$ cat src/rtl/tagged_flux_fifo.sv
// Bank of per-flux circular queues; the tag selects the queue on push and is rebuilt from the queue index on read.
// Write-to-read latency is 1 cycle. One shared full flag stalls every push, and a held word must be retried.
module tagged_flux_fifo #(
    parameter int FLUX       = 2,
    parameter int DATA_WIDTH = 7,
    parameter int DEPTH      = 4,
    parameter int TAG_WIDTH  = $clog2(FLUX),
    parameter int WIDTH      = DATA_WIDTH + TAG_WIDTH
) (
    input  logic             clk,
    input  logic             rst_n,
    input  logic             write,
    input  logic [WIDTH-1:0] din,
    output logic             full,
    input  logic [FLUX-1:0]  read,
    output logic [FLUX-1:0]  empty,
    output logic [WIDTH-1:0] dout
);

    localparam int PW = (DEPTH > 1) ? $clog2(DEPTH) : 1;
    localparam int CW = $clog2(DEPTH + 1);
    localparam logic [PW-1:0] LAST_PTR = PW'(DEPTH - 1);
    localparam logic [CW-1:0] CNT_MAX  = CW'(DEPTH);

    logic [TAG_WIDTH-1:0]              tag;
    logic [DATA_WIDTH-1:0]             data;
    logic                              wr_ok;
    logic [FLUX-1:0]                   lvl_full;
    logic [FLUX-1:0][DATA_WIDTH-1:0]   head;

    assign tag   = din[WIDTH-1 -: TAG_WIDTH];
    assign data  = din[DATA_WIDTH-1:0];
    assign full  = |lvl_full;
    assign wr_ok = write & ~full;

    genvar f;
    generate
        for (f = 0; f < FLUX; f++) begin : g_flux
            localparam logic [TAG_WIDTH-1:0] TAG_IDX = TAG_WIDTH'(f);

            logic [DATA_WIDTH-1:0] mem [DEPTH];
            logic [PW-1:0]         wp;
            logic [PW-1:0]         rp;
            logic [CW-1:0]         cnt;
            logic                  push;
            logic                  pop;

            // Tags with no matching queue never match any TAG_IDX, so they are dropped here.
            assign push = wr_ok && (tag == TAG_IDX);
            assign pop  = read[f] && (cnt != '0);

            always_ff @(posedge clk or negedge rst_n) begin
                if (!rst_n) begin
                    wp  <= '0;
                    rp  <= '0;
                    cnt <= '0;
                end else begin
                    if (push) begin
                        wp <= (wp == LAST_PTR) ? '0 : wp + PW'(1);
                    end
                    if (pop) begin
                        rp <= (rp == LAST_PTR) ? '0 : rp + PW'(1);
                    end
                    case ({push, pop})
                        2'b10:   cnt <= cnt + CW'(1);
                        2'b01:   cnt <= cnt - CW'(1);
                        default: cnt <= cnt;
                    endcase
                end
            end

            always_ff @(posedge clk) begin
                if (push) begin
                    mem[wp] <= data;
                end
            end

            assign empty[f]    = (cnt == '0);
            assign lvl_full[f] = (cnt == CNT_MAX);
            assign head[f]     = mem[rp];
        end
    endgenerate

    // Scan from the top so the lowest-index non-empty flux wins; all-empty yields zero.
    always_comb begin
        dout = '0;
        for (int i = FLUX - 1; i >= 0; i--) begin
            if (!empty[i]) begin
                dout = {TAG_WIDTH'(i), head[i]};
            end
        end
    end

endmodule

$ cat config.mk
export PLATFORM = sky130hd
export DESIGN_NAME = tagged_flux_fifo
export DESIGN_NICKNAME = d
export VERILOG_FILES = /design/src/rtl/tagged_flux_fifo.sv
export SDC_FILE = /design/constraint.sdc
export NUM_CORES = 1
export LEC_CHECK = 0
export BUFFER_PORTS_ARGS = -buffer_cell sky130_fd_sc_hd__buf_2
export CAP_MARGIN = 0
export CORE_ASPECT_RATIO = 0.7
export CORE_MARGIN = 5
export CORE_UTILIZATION = 53
export CTS_CLUSTER_SIZE = 12
export DETAILED_ROUTE_END_ITERATION = 10
export PLACE_DENSITY_LB_ADDON = 0.1
export SYNTH_ARGS = -nofsm -noshare
export SYNTH_HDL_FRONTEND = slang
export SYNTH_SLANG_ARGS = --single-unit
export TNS_END_PERCENT = 5
$ cat constraint.sdc
create_clock -name clk -period 2.11 [get_ports clk]
set_clock_uncertainty 0.2 [all_clocks]
set_input_delay 0.422 -clock clk [delete_from_list [all_inputs] [get_ports clk]]
set_output_delay 0.422 -clock clk [all_outputs]
set_load 0.05 [all_outputs]
==> results.sh <==
export IMPL_outcome="finished, violations left"
export IMPL_violations="setup timing"
export IMPL_synth_common_cells="edfxtp_1 (56), inv_1 (17), dfrtp_1 (14), mux4_2 (14), ha_1 (12)"
export IMPL_rr_startpoint="g_flux[1].cnt[0]"
export IMPL_cts_root_buf="clkbuf_8"
export IMPL_ys_async_sr_fraction_pct=20.00
export IMPL_clk_path_buf_depth=2
export IMPL_ys_top_cells_by_area="edfxtp_1 (56%), dfrtp_1 (12%), mux4_2 (10%)"
export IMPL_grtUsageTotal_pct=17.93
export IMPL_period_share_pct=117.2
export IMPL_ys_seq_area_share_pct=67.25
export IMPL_ys_ff_latch=70
export IMPL_ys_types=25
export IMPL_rsz0062_at_grt="true"
export IMPL_wl_mm=5.838
export IMPL_setup_viol=11
export IMPL_yosysMostFrequentCell="edfxtp_1"
export IMPL_routed_via_density=5.295
export IMPL_drc_errors=0
export IMPL_synthFlopType="edfxtp_1"
export IMPL_worst_hold_path_endpoint="g_flux[0].mem[1][2]"
export IMPL_cts_sinks=70
export IMPL_crit_arrival_ps=1850
export IMPL_numPortBuffers=23
export IMPL_max_stage_delay_ps=550
export IMPL_timing_max_cap_violations=0
export IMPL_yosysWarnings=0
export IMPL_worst_path_buf_inv=2
export IMPL_final_max_slew_viol_count=0
export IMPL_dp_hpwl_mm=4.013
export IMPL_crit_cells=4
export IMPL_cts_max_level=3
export IMPL_grt_max_degree=15
export IMPL_syn_cell_area_um2=3022
export IMPL_cp_start_kind="flop"
export IMPL_via_count=1631
export IMPL_p_leak_nw=1.568
export IMPL_dieArea_um2=7335
export IMPL_syn_inst=169
export IMPL_overflow=0
export IMPL_yosys_area_top_type="edfxtp_1"
export IMPL_io_pins=24
export IMPL_yosys_area_top_type_share_pct=55.65
export IMPL_syn_nets=196
export IMPL_start_util_pct=53.57
export IMPL_num_rows=23
export IMPL_place_congestion=0.8018
export IMPL_nFillCells=366
export IMPL_syn_area_per_cell_um2=17.88
export IMPL_cts_buffers=9
export IMPL_grt_pass1_wl_mm=9.356
export IMPL_r2r_slack_ps=-110
export IMPL_min_path_cells=1
export IMPL_rr_endpoint="g_flux[1].cnt[2]"
export IMPL_synth_edf_count=56
export IMPL_reg2regPathDepth=10
export IMPL_die_width_um=100.2
export IMPL_pwr_density_cell_nw_per_um2=1615
export IMPL_worstSetupPathType="reg2out"
export IMPL_diodes=0
export IMPL_clk_latency_ps=340
export IMPL_die_h_um=73.18
export IMPL_drtAntennaViolNets=0
export IMPL_cp_max_fo=5
export IMPL_design_area_um2=3989
export IMPL_cts_tree="done"
export IMPL_path_delay_family="multiplexers"
export IMPL_hold_path_class="in2reg"
export IMPL_required_ps=1490
export IMPL_fin_crit_ps=2473
export IMPL_cp_slowest_cell="mux4_2"
export IMPL_grt_pass1_vias=1777
export IMPL_vdd_drop_max_mv=0.7715
export IMPL_drt_iter0_drc=70
export IMPL_max_slew_margin_pct=74.50
export IMPL_worstSetupEndpointType="output port"
export IMPL_fmax_ghz=0.4043
export IMPL_antenna_found_initial=0
export IMPL_hp_start="din[2]"
export IMPL_finalHoldViolCount=0
export IMPL_crit_chain="buf_6 > mux4_2 > a22o_4 > buf_8"
export IMPL_core_area_um2=5640
export IMPL_firstDrtPassIters=4
export IMPL_worstMarginPinSlew_ps=382.5
export IMPL_fin_nets=255
export IMPL_drive_gt1_share_pct=47.21
export IMPL_path_clk_slew_ps=70
export IMPL_syn2layout_area_growth_pct=32.01
export IMPL_tns_ps=-2651
export IMPL_dpl_cell_area_um2=3552
export IMPL_worst_slack_ps=-363.2
export IMPL_wl_per_cell_um=18.95
==> power breakdown <==
group	internal, mW	leakage (nW)	switching, mW
sequential	1.76	0.672	0.203
clock	1.02	0.137	0.484
combinational	1.47	0.760	1.50
==> cells by family (layout without fill, tap and decap cells) <==
group	count (synthesis)	in the layout	share of synthesized area, %
flops	70	70	67.25
fa+ha+maj	14	14	6.294
compound gates	11	11	3.685
simple gates	23	23	4.431
xor+xnor	6	6	1.739
mux	23	23	13.75
buf+inv	22	86	2.857
==> layer usage <==
metal | wire, um | vias to the layer above | global-route usage (%)
met5 | 0 | - | 0
met4 | 74 | 0 | 4.783
met3 | 226 | 8 | 6.113
met2 | 2941 | 27 | 29.30
met1 | 2596 | 843 | 23.23
li1 | - | 753 | -
==> placed cells by master (no fill, tap or decap), types with 8 or more instances in the layout <==
cell	n
edfxtp_1	56
clkbuf_8	9
mux2_2	8
buf_2	12
buf_4	22
ha_1	10
dfrtp_1	13
inv_1	14
and2_1	8
mux4_2	14
==> sequential cells by signal, indices dropped and copies added, names as in the netlist <==
| register | cells |
|---|---|
| g_flux.cnt | 6 |
| g_flux.rp | 4 |
| g_flux.wp | 4 |
| g_flux.mem | 56 |
==> worst max path at each step <==
stage                          start                to  slack [ps]
floorplan           g_flux[1].cnt[0]  g_flux[1].cnt[2]        -200
global placement    g_flux[0].cnt[2]           dout[1]         -40
detailed placement  g_flux[1].cnt[2]  g_flux[0].cnt[2]        -100
CTS                  g_flux[1].rp[0]           dout[0]        -390
global route         g_flux[1].rp[0]           dout[0]        -440
finish               g_flux[1].rp[0]           dout[0]        -360
==> timing repair <==
item,4_1_cts,5_1_grt
hold endpoints to repair,14,0
buffers inserted,3,0
endpoints found under the setup margin,14,14
cloned,1,0
gates resized for setup,32,7
hold buffers,1,0
pin swaps,10,8
==> stage by stage <==
step / worst slack [ps] / instances / utilization, % / power [mW] / hold slack [ps]
2_1_floorplan: -198.5 / 169 / - / 3.807 / -73.59
5_1_grt: -439.9 / 308 / 70.72 / 6.781 / 168.6
3_3_place_gp: -41.44 / 289 / 62.98 / 4.473 / 136.7
4_1_cts: -387.0 / 310 / 71.18 / 6.538 / 158.4
3_5_place_dp: -102.8 / 289 / 62.98 / 4.574 / 145.1
6_report: -363.2 / 308 / 70.72 / 6.444 / 170.8
==> area by class of cell <==
cell class	count	area (um^2)	area share [%]
flip-flops and latches	70	2033	50.97
multi-input cells	77	1008	25.28
repair buffers	53	504.2	12.64
clock inverters	6	157.7	3.952
clock buffers	10	127.6	3.199
well taps	75	93.84	2.353
inverters	17	63.81	1.600
(Power assumes the default switching activity.)
